`src/rtl/f32_pkg.sv`:
```
// Shared FP32 definitions: sequencer states, field constants and classifiers,
// used by the divider and the multiplier.
package f32_pkg;

  typedef enum logic [2:0] {
    IDLE,
    UNPACK,
    DIVIDE,
    NORMALIZE,
    DONE
  } f32_seq_state_t;

  localparam int          F32_BIAS    = 127;
  localparam int          F32_EXP_W   = 8;
  localparam int          F32_FRAC_W  = 23;
  localparam logic [7:0]  F32_EXP_MAX = 8'hFF;
  localparam logic [31:0] F32_QNAN    = 32'h7FC0_0000;

  // Denormals are flushed, so a zero exponent alone means zero.
  function automatic logic is_zero(input logic [31:0] x);
    return x[30:23] == 8'h00;
  endfunction

  function automatic logic is_inf(input logic [31:0] x);
    return (x[30:23] == F32_EXP_MAX) && (x[22:0] == 23'h0);
  endfunction

  function automatic logic is_nan(input logic [31:0] x);
    return (x[30:23] == F32_EXP_MAX) && (x[22:0] != 23'h0);
  endfunction

endpackage

```
`src/rtl/f32_mant_div.sv`:
```
// Iterative restoring divider for 24-bit normalised mantissas; produces one
// quotient bit per cycle, MSB first, QBITS bits in total.
module f32_mant_div #(
  parameter int QBITS = 25
) (
  input  logic             clk,
  input  logic             rst_n,
  input  logic             load_i,
  input  logic [23:0]      m_a_i,
  input  logic [23:0]      m_b_i,
  output logic             busy_o,
  output logic             last_o,
  output logic             valid_o,
  output logic [QBITS-1:0] q_o
);

  localparam int CW = $clog2(QBITS);

  logic [24:0]      rem_q, rem_d, rem_keep;
  logic [23:0]      m_b_q;
  logic [QBITS-1:0] q_q;
  logic [CW-1:0]    cnt_q;
  logic             busy_q, valid_q;
  logic             ge;

  // NOTE: every always_comb output gets a default/full assignment up front so
  // no path leaves it unassigned, which would infer a latch.
  always_comb begin
    ge       = rem_q >= {1'b0, m_b_q};
    rem_keep = ge ? (rem_q - {1'b0, m_b_q}) : rem_q;
    // After a restore rem < m_b < 2^24, so the shift never loses a bit.
    rem_d    = {rem_keep[23:0], 1'b0};
  end

  // NOTE: sequential state uses non-blocking (<=) so all registers update from
  // pre-edge values; blocking (=) here would create ordering-dependent races.
  always_ff @(posedge clk or negedge rst_n) begin
    if (!rst_n) begin
      rem_q   <= '0;
      m_b_q   <= '0;
      q_q     <= '0;
      cnt_q   <= '0;
      busy_q  <= 1'b0;
      valid_q <= 1'b0;
    end else if (load_i) begin
      rem_q   <= {1'b0, m_a_i};
      m_b_q   <= m_b_i;
      q_q     <= '0;
      cnt_q   <= CW'(QBITS - 1);
      busy_q  <= 1'b1;
      valid_q <= 1'b0;
    end else if (busy_q) begin
      rem_q <= rem_d;
      q_q   <= {q_q[QBITS-2:0], ge};
      cnt_q <= cnt_q - 1'b1;
      if (cnt_q == '0) begin
        busy_q  <= 1'b0;
        valid_q <= 1'b1;
      end
    end
  end

  assign busy_o  = busy_q;
  assign last_o  = busy_q && (cnt_q == '0);
  assign valid_o = valid_q;
  assign q_o     = q_q;

endmodule

```
`src/rtl/f32_div.sv`:
```
// Multi-cycle IEEE-754 single-precision divider p = a / b with start/done
// handshake, flush-to-zero inputs and truncated (unrounded) results.
module f32_div
  import f32_pkg::*;
#(
  parameter int BIAS  = F32_BIAS,
  parameter int QBITS = 25
) (
  input  logic        clk,
  input  logic        rst_n,
  input  logic [31:0] a,
  input  logic [31:0] b,
  input  logic        start,
  output logic        done,
  output logic [31:0] p
);

  f32_seq_state_t state_q;
  logic [31:0]    a_q, b_q, p_q, spec_p_q;
  logic           sign_q, special_q, done_q;
  logic signed [9:0] exp_q;

  logic             div_load, div_busy, div_last, div_valid;
  logic [QBITS-1:0] div_q;
  logic             unused_div_status;

  logic              s_comb, special_comb;
  logic [31:0]       spec_p_comb, norm_p;
  logic signed [9:0] exp_diff, e_norm;
  logic [22:0]       frac_norm;

  assign div_load          = (state_q == UNPACK);
  assign unused_div_status = ^{div_busy, div_valid};

  f32_mant_div #(.QBITS(QBITS)) u_mant_div (
    .clk     (clk),
    .rst_n   (rst_n),
    .load_i  (div_load),
    .m_a_i   ({1'b1, a_q[22:0]}),
    .m_b_i   ({1'b1, b_q[22:0]}),
    .busy_o  (div_busy),
    .last_o  (div_last),
    .valid_o (div_valid),
    .q_o     (div_q)
  );

  always_comb begin
    s_comb       = a_q[31] ^ b_q[31];
    exp_diff     = $signed({2'b00, a_q[30:23]}) - $signed({2'b00, b_q[30:23]})
                 + $signed(10'(BIAS));
    special_comb = 1'b1;
    spec_p_comb  = F32_QNAN;
    if (is_nan(a_q) || is_nan(b_q) || (is_zero(a_q) && is_zero(b_q)) ||
        (is_inf(a_q) && is_inf(b_q)))
      spec_p_comb = F32_QNAN;
    else if (is_inf(a_q))  spec_p_comb = {s_comb, F32_EXP_MAX, 23'h0};
    else if (is_inf(b_q))  spec_p_comb = {s_comb, 31'h0};
    else if (is_zero(b_q)) spec_p_comb = {s_comb, F32_EXP_MAX, 23'h0};
    else if (is_zero(a_q)) spec_p_comb = {s_comb, 31'h0};
    else                   special_comb = 1'b0;
  end

  // Mantissa ratio lies in (0.5, 2): bit QBITS-1 selects the binade.
  always_comb begin
    if (div_q[QBITS-1]) begin
      e_norm    = exp_q;
      frac_norm = div_q[QBITS-2 -: F32_FRAC_W];
    end else begin
      e_norm    = exp_q - 10'sd1;
      frac_norm = div_q[QBITS-3 -: F32_FRAC_W];
    end
    if (e_norm >= 10'sd255)    norm_p = {sign_q, F32_EXP_MAX, 23'h0};
    else if (e_norm <= 10'sd0) norm_p = {sign_q, 31'h0};
    else                       norm_p = {sign_q, e_norm[7:0], frac_norm};
  end

  // Specials skip DIVIDE but still pass through NORMALIZE, so p is only ever
  // written on the edge entering DONE.
  always_ff @(posedge clk or negedge rst_n) begin
    if (!rst_n) begin
      state_q   <= IDLE;
      a_q       <= '0;
      b_q       <= '0;
      p_q       <= '0;
      spec_p_q  <= '0;
      sign_q    <= 1'b0;
      special_q <= 1'b0;
      exp_q     <= '0;
      done_q    <= 1'b0;
    end else begin
      case (state_q)
        IDLE: begin
          if (start) begin
            a_q     <= a;
            b_q     <= b;
            state_q <= UNPACK;
          end
        end
        UNPACK: begin
          sign_q    <= s_comb;
          exp_q     <= exp_diff;
          special_q <= special_comb;
          spec_p_q  <= spec_p_comb;
          state_q   <= special_comb ? NORMALIZE : DIVIDE;
        end
        DIVIDE: begin
          if (div_last) state_q <= NORMALIZE;
        end
        NORMALIZE: begin
          p_q     <= special_q ? spec_p_q : norm_p;
          done_q  <= 1'b1;
          state_q <= DONE;
        end
        DONE: begin
          done_q  <= 1'b0;
          state_q <= IDLE;
        end
        default: begin
          done_q  <= 1'b0;
          state_q <= IDLE;
        end
      endcase
    end
  end

  assign done = done_q;
  assign p    = p_q;

endmodule
```
`config.mk`:
```
export PLATFORM = sky130hd
export DESIGN_NAME = f32_div
export DESIGN_NICKNAME = d
export VERILOG_FILES = /design/src/rtl/f32_pkg.sv /design/src/rtl/f32_mant_div.sv /design/src/rtl/f32_div.sv
export SDC_FILE = /design/constraint.sdc
export NUM_CORES = 1
export LEC_CHECK = 0
export CAP_MARGIN = 10
export CORE_ASPECT_RATIO = 0.5
export CORE_MARGIN = 1
export CORE_UTILIZATION = 60
export DETAILED_ROUTE_END_ITERATION = 8
export PLACE_DENSITY = 0.88
export SYNTH_ARGS = -nofsm -noshare
export SYNTH_HDL_FRONTEND = slang
export SYNTH_HIERARCHICAL = 1
export SYNTH_SLANG_ARGS = --single-unit
```
`constraint.sdc`:
```
create_clock -name clk -period 7.68 [get_ports clk]
set_clock_uncertainty 0.15 [all_clocks]
set_input_delay 1.536 -clock clk [delete_from_list [all_inputs] [get_ports clk]]
set_output_delay 1.536 -clock clk [all_outputs]
set_load 0.02 [all_outputs]
```
==> flow_metrics.py, run 1 <==
metrics = {
    "run_status": {
        "status": "complete, no violations",
    },
    "drt": {
        "drt_iter0_drc": 641,
        "route.detailed.drc": 0,
        "wl_per_cell_um": 17.4,
        "drt_wl_total_mm": 23.9,
        "vias": 8331,
        "postRouteAntennaNets": 0,
        "drtPass1Iterations": 5,
        "via_per_inst": 6.05,
    },
    "timing": {
        "setup_violations": 0,
        "hold_viol_final": 0,
        "worst_hold_slack_ns": 0.329,
        "maxSlewViolCount": 0,
        "slew_headroom": 0.334,
        "max_freq_mhz": 252,
        "tns_ns": 0,
        "tightestPinTransition_ns": 0.997,
        "rsz0062_at_grt": "false",
        "period_minus_slack_ns": 3.97,
        "setup_slack_ns": 3.71,
        "fin_crit_sh": 0.517,
    },
    "clock_tree": {
        "clock_path_buffers": 2,
        "postCtsSetupBuffers": 0,
        "cts_hold_repair.buffers": 0,
        "cts_resized": 0,
        "insertion_delay_ns": 0.43,
        "cts_tree": "built",
        "clockRootBuffer": "clkbuf_16",
        "clk_pin_slew_ns": 0.07,
        "htree_levels": 4,
        "cts.sinks": 195,
        "cts_made_buffers": 17,
    },
    "run": {
        "maxCapViolations": 0,
    },
    "finish": {
        "diodes": 0,
        "multi_input_area_um2": 5230,
        "area.growth.synth_to_final_pct": 14.7,
        "stdcell_area_um2": 12200,
        "fill_cells": 1243,
        "drive_gt1_frac": 0.122,
        "regArea_um2": 4880,
        "nets": 1235,
    },
    "critical_path": {
        "cp-startpoint": "u_mant_div/rem_q[10]",
        "cp-end-kind": "register",
        "cp_data_required_time_ns": 7.87,
        "slowest_stage": "nand4_1",
        "cp-start-kind": "register",
        "cpMostUsedCell": "nand2_1",
        "critPathMaxStageDelay_ns": 0.88,
        "r2r-start": "u_mant_div/rem_q[10]",
        "path_max_fanout": 21,
        "r2r_setup_slack_ns": 3.71,
        "critPathKind": "register to register",
        "path_cells": "ha_1 > a21oi_1 > a32oi_1 > nand4_1 > nand2_1 > nand2_1 > o221ai_1",
        "arrival_ns": 4.16,
    },
    "logic_synthesis": {
        "syn_avg_cell_area_um2": 10.0,
        "yosys_warnings": 6,
        "syn_inst": 1064,
        "synth.cell_area_um2": 10700,
    },
    "placed_design": {
        "dpl-instance-area_um2": 11600,
        "dp_slack_ns": 3.95,
        "numPortBuffers": 99,
        "gp_congestion": 0.921,
        "post-dp-hpwl_mm": 16.4,
    },
    "power": {
        "power_density_nw_per_um2": 527,
        "p_leak_nw": 5.29,
        "ir_drop_uv": 252,
    },
    "global_routing": {
        "track_usage": 0.277,
        "overflow": 0,
        "grt_pass1_vias": 8083,
        "antenna_found_initial": 0,
        "grt_start_max_net_pins": 125,
        "grt_pass1_wl_mm": 39.9,
    },
    "floorplan": {
        "boundaryPins": 100,
        "placementRows": 34,
        "initial_core_util": 0.614,
        "fp.dieH_um": 96.2,
        "die-width_um": 190,
        "core_um2": 17400,
        "die_area_um2": 18300,
    },
    "worst_hold_path": {
        "hold_class": "register to register",
        "min-delay-start": "p[21]",
    },
}
-- per-stage QoR --
step	cells	util	power, W
6_report	1377	0.704	0.00644
5_1_grt	1377	0.704	0.00694
4_1_cts	1377	0.704	0.00641
3_5_place_dp	1345	0.670	0.00549
3_3_place_gp	1345	0.670	0.00531
2_1_floorplan	1065	-	0.00467
-- final cells by class --
class                           instances  share of cell area
Tap cell                              234              0.0240
Sequential cell                       195               0.400
Clock buffer                           18              0.0360
Timing Repair Buffer                  105              0.0851
Clock inverter                         14              0.0117
Multi-Input combinational cell        760               0.428
Inverter                               51              0.0158
-- layer usage --
metal / up-vias / GRT usage / wire, um
li1: 3920 / - / -
met1: 4093 / 0.355 / 10300
met2: 277 / 0.480 / 11900
met3: 41 / 0.0514 / 1210
met4: 0 / 0.0940 / 526
met5: - / 0 / 0
-- where the power goes --
part	total, W	switching [W]	internal, W	leakage (nW)
clock network	0.000871	0.000432	0.000440	0.276
logic	0.00361	0.00202	0.00159	2.60
registers	0.00196	0.000422	0.00154	2.41
-- placed cells by master (no fill, tap or decap), drive strengths merged, types with 5 or more instances in the layout --
cell / instances
o221ai: 5
nand3: 19
a31oi: 6
o21a: 6
xnor2: 24
clkdlybuf4s50: 98
nand2: 134
buf: 6
dfrtp: 195
o211ai: 6
a2bb2oi: 5
nor3: 11
clkinv: 7
mux2i: 50
and3: 9
mux2: 58
o21ai: 94
a21oi: 46
nor2b: 7
clkbuf: 19
nor2: 77
or3: 5
nand2b: 9
o31ai: 18
ha: 36
a211oi: 14
a21o: 5
nand3b: 5
nor4: 20
xor2: 19
nand4: 13
inv: 55
-- worst max-delay path, delay by kind of cell, from the launching register on --
kind,cells,cell delay [ns]
AOI/OAI and AO/OA,3,0.90
DFF,1,0.40
adders and majority gates,1,0.39
and+or+nand+nor,3,2.05
-- flip-flops by register name, summed over array words and instances (netlist names), 3 cells and up --
register          cells
a_q                  32
b_q                  32
p                    32
u_mant_div/q_o       25
u_mant_div/rem_q     25
u_mant_div/m_b_q     24
exp_q                10
u_mant_div/cnt_q      5
spec_p_q              3
state_q               3
-- path summary, 6_finish.rpt --
| check | end | depth (start not counted) |
|---|---|---|
| max | u_mant_div/rem_q[23] | 7 |
| min | p[21] | 2 |
| max reg2reg | u_mant_div/rem_q[23] | 7 |
| min reg2reg | p[21] | 2 |
| max in group asynchronous | u_mant_div/busy_o | 2 |
| min in group asynchronous | p[13] | 1 |
Power figures use the tool's default switching activity.
==> inputs of run 2 (changes only) <==
--- a/config.mk
+++ b/config.mk
@@ -8,9 +8,9 @@
 export CAP_MARGIN = 10
 export CORE_ASPECT_RATIO = 0.5
 export CORE_MARGIN = 1
-export CORE_UTILIZATION = 60
+export CORE_UTILIZATION = 58
 export DETAILED_ROUTE_END_ITERATION = 8
-export PLACE_DENSITY = 0.88
+export PLACE_DENSITY = 0.86
 export SYNTH_ARGS = -nofsm -noshare
 export SYNTH_HDL_FRONTEND = slang
 export SYNTH_HIERARCHICAL = 1
==> constraint.sdc (replaced) <==
create_clock -name clk -period 3.9 [get_ports clk]
set_clock_uncertainty 0.15 [all_clocks]
set_input_delay 0.78 -clock clk [delete_from_list [all_inputs] [get_ports clk]]
set_output_delay 0.78 -clock clk [all_outputs]
set_load 0.02 [all_outputs]
==> flow_metrics.py, run 2 (same netlist as run 1, synthesis figures left out) <==
metrics = {
    "run_status": {
        "status": "complete, no violations",
    },
    "power": {
        "clock_power_share": 0.133,
        "power_density_nw_per_um2": 1030,
        "ir_drop_uv": 479,
        "comb_power_share": 0.561,
        "switching_share": 0.442,
        "p_total_w": 0.0126,
        "p_int_w": 0.00706,
        "p_seq_frac": 0.306,
        "switchingPower_w": 0.00558,
        "p_leak_nw": 5.34,
    },
    "critical_path": {
        "path_buf_inv": 1,
        "critPathMaxStageDelay_ns": 0.60,
        "arrival_ns": 3.64,
        "r2r_cells": 10,
        "critPathKind": "register to register",
        "cp_data_required_time_ns": 4.09,
        "r2r_setup_slack_ns": 0.45,
        "slowest_stage": "and2_1",
        "r2r-start": "u_mant_div/rem_q[2]",
        "cp-end-kind": "register",
        "path_cells": "ha_1 > o21ai_0 > a21oi_1 > or3_1 > a21bo_2 > nand4_1 > buf_4 > and2_1 > a211oi_1 > o31ai_1",
        "r2r-end": "u_mant_div/rem_q[10]",
        "cpLargestDelayFamily": "simple AND/OR/NAND/NOR gates",
        "path_max_fanout": 14,
        "cp-start-kind": "register",
    },
    "global_routing": {
        "grt_start_max_net_pins": 81,
        "track_usage": 0.265,
        "antenna_found_initial": 0,
        "overflow": 0,
        "grt_pass1_vias": 8194,
        "grt_pass1_wl_mm": 40.3,
    },
    "timing": {
        "period_minus_slack_ns": 3.45,
        "setup_violations": 0,
        "tightestPinTransition_ns": 0.826,
        "tns_ns": 0,
        "rsz0062_at_grt": "false",
        "hold_viol_final": 0,
        "fin_crit_sh": 0.884,
        "slew_headroom": 0.449,
        "max_freq_mhz": 290,
        "maxSlewViolCount": 0,
    },
    "finish": {
        "fill_cells": 1294,
        "nets": 1244,
        "layout_commonest_cell": "dfrtp_1",
        "final_cell_mix": "dfrtp_1 (194), nand2_1 (134), clkdlybuf4s50_1 (98)",
        "area.growth.synth_to_final_pct": 15.5,
        "diodes": 0,
        "drive_gt1_frac": 0.128,
    },
    "placed_design": {
        "gp_congestion": 0.863,
        "post-dp-hpwl_mm": 17.0,
        "numPortBuffers": 99,
    },
    "clock_tree": {
        "postCtsSetupBuffers": 0,
        "cts_hold_repair.buffers": 0,
        "cts_resized": 0,
        "htree_levels": 4,
        "cts_made_buffers": 17,
        "clock_path_buffers": 2,
        "insertion_delay_ns": 0.44,
        "cts_tree": "built",
        "cts.sinks": 195,
        "clk_pin_slew_ns": 0.07,
        "clockRootBuffer": "clkbuf_16",
    },
    "floorplan": {
        "fp.dieH_um": 97.8,
        "die_area_um2": 18900,
        "core_um2": 17700,
        "placementRows": 34,
        "boundaryPins": 100,
        "die-width_um": 194,
        "initial_core_util": 0.603,
    },
    "run": {
        "maxCapViolations": 0,
    },
    "drt": {
        "drtPass1Iterations": 6,
        "postRouteAntennaNets": 0,
        "drt_wl_total_mm": 23.7,
        "route.detailed.drc": 0,
        "wl_per_cell_um": 17.1,
        "drt_iter0_drc": 555,
        "via_per_inst": 5.86,
        "vias": 8124,
    },
    "worst_hold_path": {
        "hold_class": "primary input to asynchronous set/reset pin",
    },
}
-- run 2: cell count changes in the layout (fill, tap and decap cells not counted) --
cell	change
inv_6	-2
clkinv_4	+1
clkinv_8	-2
clkinvlp_4	+1
buf_12	+3
clkinv_2	+1
buf_4	+6
inv_8	+1
-- run 2: worst max path at each step --
stage | endpoint | startpoint | depth (start not counted)
global route | u_mant_div/rem_q[3] | u_mant_div/rem_q[2] | 10
CTS | u_mant_div/rem_q[10] | u_mant_div/rem_q[2] | 10
floorplan | u_mant_div/rem_q[9] | u_mant_div/rem_q[2] | 11
detailed placement | u_mant_div/rem_q[10] | u_mant_div/rem_q[2] | 10
finish | u_mant_div/rem_q[10] | u_mant_div/rem_q[2] | 10
global placement | u_mant_div/rem_q[17] | u_mant_div/rem_q[2] | 10
-- run 2: power groups by stage --
stage                     Clock (W)  Sequential (W)  Combinational, W
after detailed placement          0         0.00389           0.00701
after floorplan                   0         0.00374           0.00546
after CTS                   0.00171         0.00385           0.00706
after global routing        0.00179         0.00399           0.00787
final                       0.00169         0.00386           0.00709
after global placement            0         0.00382           0.00677
-- run 2: worst register-to-register path: stages, from the launching register on --
cell and delay, ns:
dfrtp_1 0.41, ha_1 0.38, o21ai_0 0.24, a21oi_1 0.11
or3_1 0.35, a21bo_2 0.25, nand4_1 0.21, buf_4 0.20
and2_1 0.60, a211oi_1 0.18, o31ai_1 0.28
-- run 2: stage by stage --
step	area [um^2]	util	hold WS (ns)	instances	setup slack (ns)
3_3_place_gp	11700	0.665	0.313	1354	0.730
3_5_place_dp	11700	0.665	0.318	1354	0.538
6_report	12300	0.697	0.207	1386	0.452
2_1_floorplan	10700	-	0.292	1065	1.31
4_1_cts	12300	0.697	0.232	1386	0.523
5_1_grt	12300	0.697	0.256	1386	0.216
-- run 2: layout make-up --
type | count | area, um^2 | share of cell area
clock buffers | 18 | 439 | 0.0357
clock inverters | 14 | 125 | 0.0102
inverters | 51 | 193 | 0.0157
multi-input cells | 760 | 5230 | 0.425
flip-flops and latches | 195 | 4880 | 0.397
well taps | 234 | 293 | 0.0238
repair buffers | 114 | 1140 | 0.0931
-- run 2: layer usage --
metal | part of all wire | global-route usage
met1 | 0.44 | 0.342
met3 | 0.049 | 0.0497
met5 | 0 | 0
met4 | 0.022 | 0.102
met2 | 0.48 | 0.448
==> inputs of run 3 (changes only) <==
--- a/config.mk
+++ b/config.mk
@@ -10,6 +10,7 @@
 export CORE_MARGIN = 1
 export CORE_UTILIZATION = 58
 export DETAILED_ROUTE_END_ITERATION = 8
+export GPL_ROUTABILITY_DRIVEN = 0
 export PLACE_DENSITY = 0.86
 export SYNTH_ARGS = -nofsm -noshare
 export SYNTH_HDL_FRONTEND = slang
==> flow_metrics.py, run 3 (same netlist as run 1, synthesis figures left out) <==
metrics = {
    "timing": {
        "slew_headroom": 0.459,
        "rsz0062_at_grt": "false",
        "max_freq_mhz": 298,
        "tightestPinTransition_ns": 0.812,
        "period_minus_slack_ns": 3.36,
        "hold_viol_final": 0,
        "fin_crit_sh": 0.861,
        "setup_violations": 0,
        "tns_ns": 0,
        "maxSlewViolCount": 0,
    },
    "floorplan": {
        "placementRows": 34,
        "fp.dieH_um": 97.8,
        "die-width_um": 194,
        "boundaryPins": 100,
        "initial_core_util": 0.603,
        "core_um2": 17700,
        "die_area_um2": 18900,
    },
    "finish": {
        "regArea_um2": 4880,
        "fill_cells": 1253,
        "nets": 1243,
        "drive_gt1_frac": 0.128,
        "final_cell_mix": "dfrtp_1 (194), nand2_1 (134), clkdlybuf4s50_1 (98)",
        "stdcell_area_um2": 12300,
        "fin_cells": 1385,
        "multi_input_area_um2": 5230,
        "area.growth.synth_to_final_pct": 15.6,
        "diodes": 0,
        "layout_commonest_cell": "dfrtp_1",
    },
    "critical_path": {
        "path_max_fanout": 14,
        "cp-end-kind": "register",
        "cp-start-kind": "register",
        "cp-startpoint": "u_mant_div/m_b_q[2]",
        "slowest_stage": "and2_1",
        "cpMostUsedCell": "o21ai_0",
        "path_cells": "inv_1 > ha_1 > o21ai_0 > a21oi_1 > or3_1 > a21bo_2 > nand4_1 > and2_1 > o21ai_0 > a22o_1",
        "critPathKind": "register to register",
        "cp_data_required_time_ns": 4.08,
        "path_buf_inv": 1,
        "critPathMaxStageDelay_ns": 0.63,
        "cpLargestDelayFamily": "simple AND/OR/NAND/NOR gates",
        "arrival_ns": 3.54,
        "r2r-start": "u_mant_div/m_b_q[2]",
    },
    "power": {
        "power_density_nw_per_um2": 1040,
        "p_leak_nw": 5.35,
        "ir_drop_uv": 478,
    },
    "clock_tree": {
        "cts.sinks": 195,
        "clock_path_buffers": 2,
        "cts_hold_repair.buffers": 0,
        "cts_tree": "built",
        "cts_resized": 0,
        "cts_made_buffers": 17,
        "insertion_delay_ns": 0.45,
        "clockRootBuffer": "clkbuf_16",
        "htree_levels": 4,
        "postCtsSetupBuffers": 0,
        "clk_pin_slew_ns": 0.07,
    },
    "run_status": {
        "status": "complete, no violations",
    },
    "drt": {
        "drt_wl_total_mm": 24.6,
        "postRouteAntennaNets": 0,
        "wl_per_cell_um": 17.7,
        "drtPass1Iterations": 5,
        "drt_iter0_drc": 621,
        "via_per_inst": 6.01,
        "route.detailed.drc": 0,
        "vias": 8326,
    },
    "run": {
        "maxCapViolations": 0,
    },
    "placed_design": {
        "dp_cells": 1353,
        "post-dp-hpwl_mm": 16.9,
        "dpl-instance-area_um2": 11700,
        "numPortBuffers": 99,
    },
    "global_routing": {
        "grt_pass1_wl_mm": 42.0,
        "track_usage": 0.274,
        "grt_pass1_vias": 8441,
        "grt_start_max_net_pins": 81,
        "overflow": 0,
        "antenna_found_initial": 0,
    },
    "worst_hold_path": {
        "hold_class": "primary input to asynchronous set/reset pin",
    },
}
[run 3: changes by cell type in the layout (fill, tap and decap cells not counted), sizes merged]
cell      change
clkinvlp      -3
inv           +3
buf           -1
bufinv        +1
clkbuf        -1
[run 3: metal layers]
metal,global-route usage,vias to the layer above,share of wire,wire length (um)
li1,-,3925,-,-
met1,0.357,4058,0.44,10800
met2,0.462,289,0.48,11900
met3,0.0570,54,0.053,1300
met4,0.0935,0,0.026,628
met5,0,-,0,0
[run 3: final cells by class]
type | instances | area share
clock buffers | 17 | 0.0345
well taps | 234 | 0.0238
clock inverters | 15 | 0.0151
inverters | 51 | 0.0156
repair buffers | 113 | 0.0903
flip-flops and latches | 195 | 0.396
multi-input cells | 760 | 0.424
[run 3: worst paths after layout]
path	end	slack, ns	depth (start not counted)
hold reg to reg	p[1]	0.33	2
hold / removal	u_mant_div/m_b_q[16]	0.21	1
max in group asynchronous	u_mant_div/q_o[17]	2.34	2
setup / recovery	u_mant_div/rem_q[17]	0.54	10
setup reg to reg	u_mant_div/rem_q[17]	0.54	10
min in group clk	p[1]	0.33	2
[run 3: metrics by stage]
step | worst slack (ns) | utilization | hold WS (ns) | total power (W)
after CTS | 0.598 | 0.698 | 0.227 | 0.0128
after global routing | 0.388 | 0.698 | 0.251 | 0.0138
after detailed placement | 0.679 | 0.663 | 0.316 | 0.0108
final | 0.540 | 0.698 | 0.213 | 0.0128
after floorplan | 1.31 | - | 0.292 | 0.00920
after global placement | 0.771 | 0.663 | 0.313 | 0.0104
[run 3: power breakdown]
part	total [W]	switching [W]	internal, W
registers	0.00388	0.000860	0.00302
logic	0.00711	0.00395	0.00316
clock network	0.00181	0.000882	0.000924
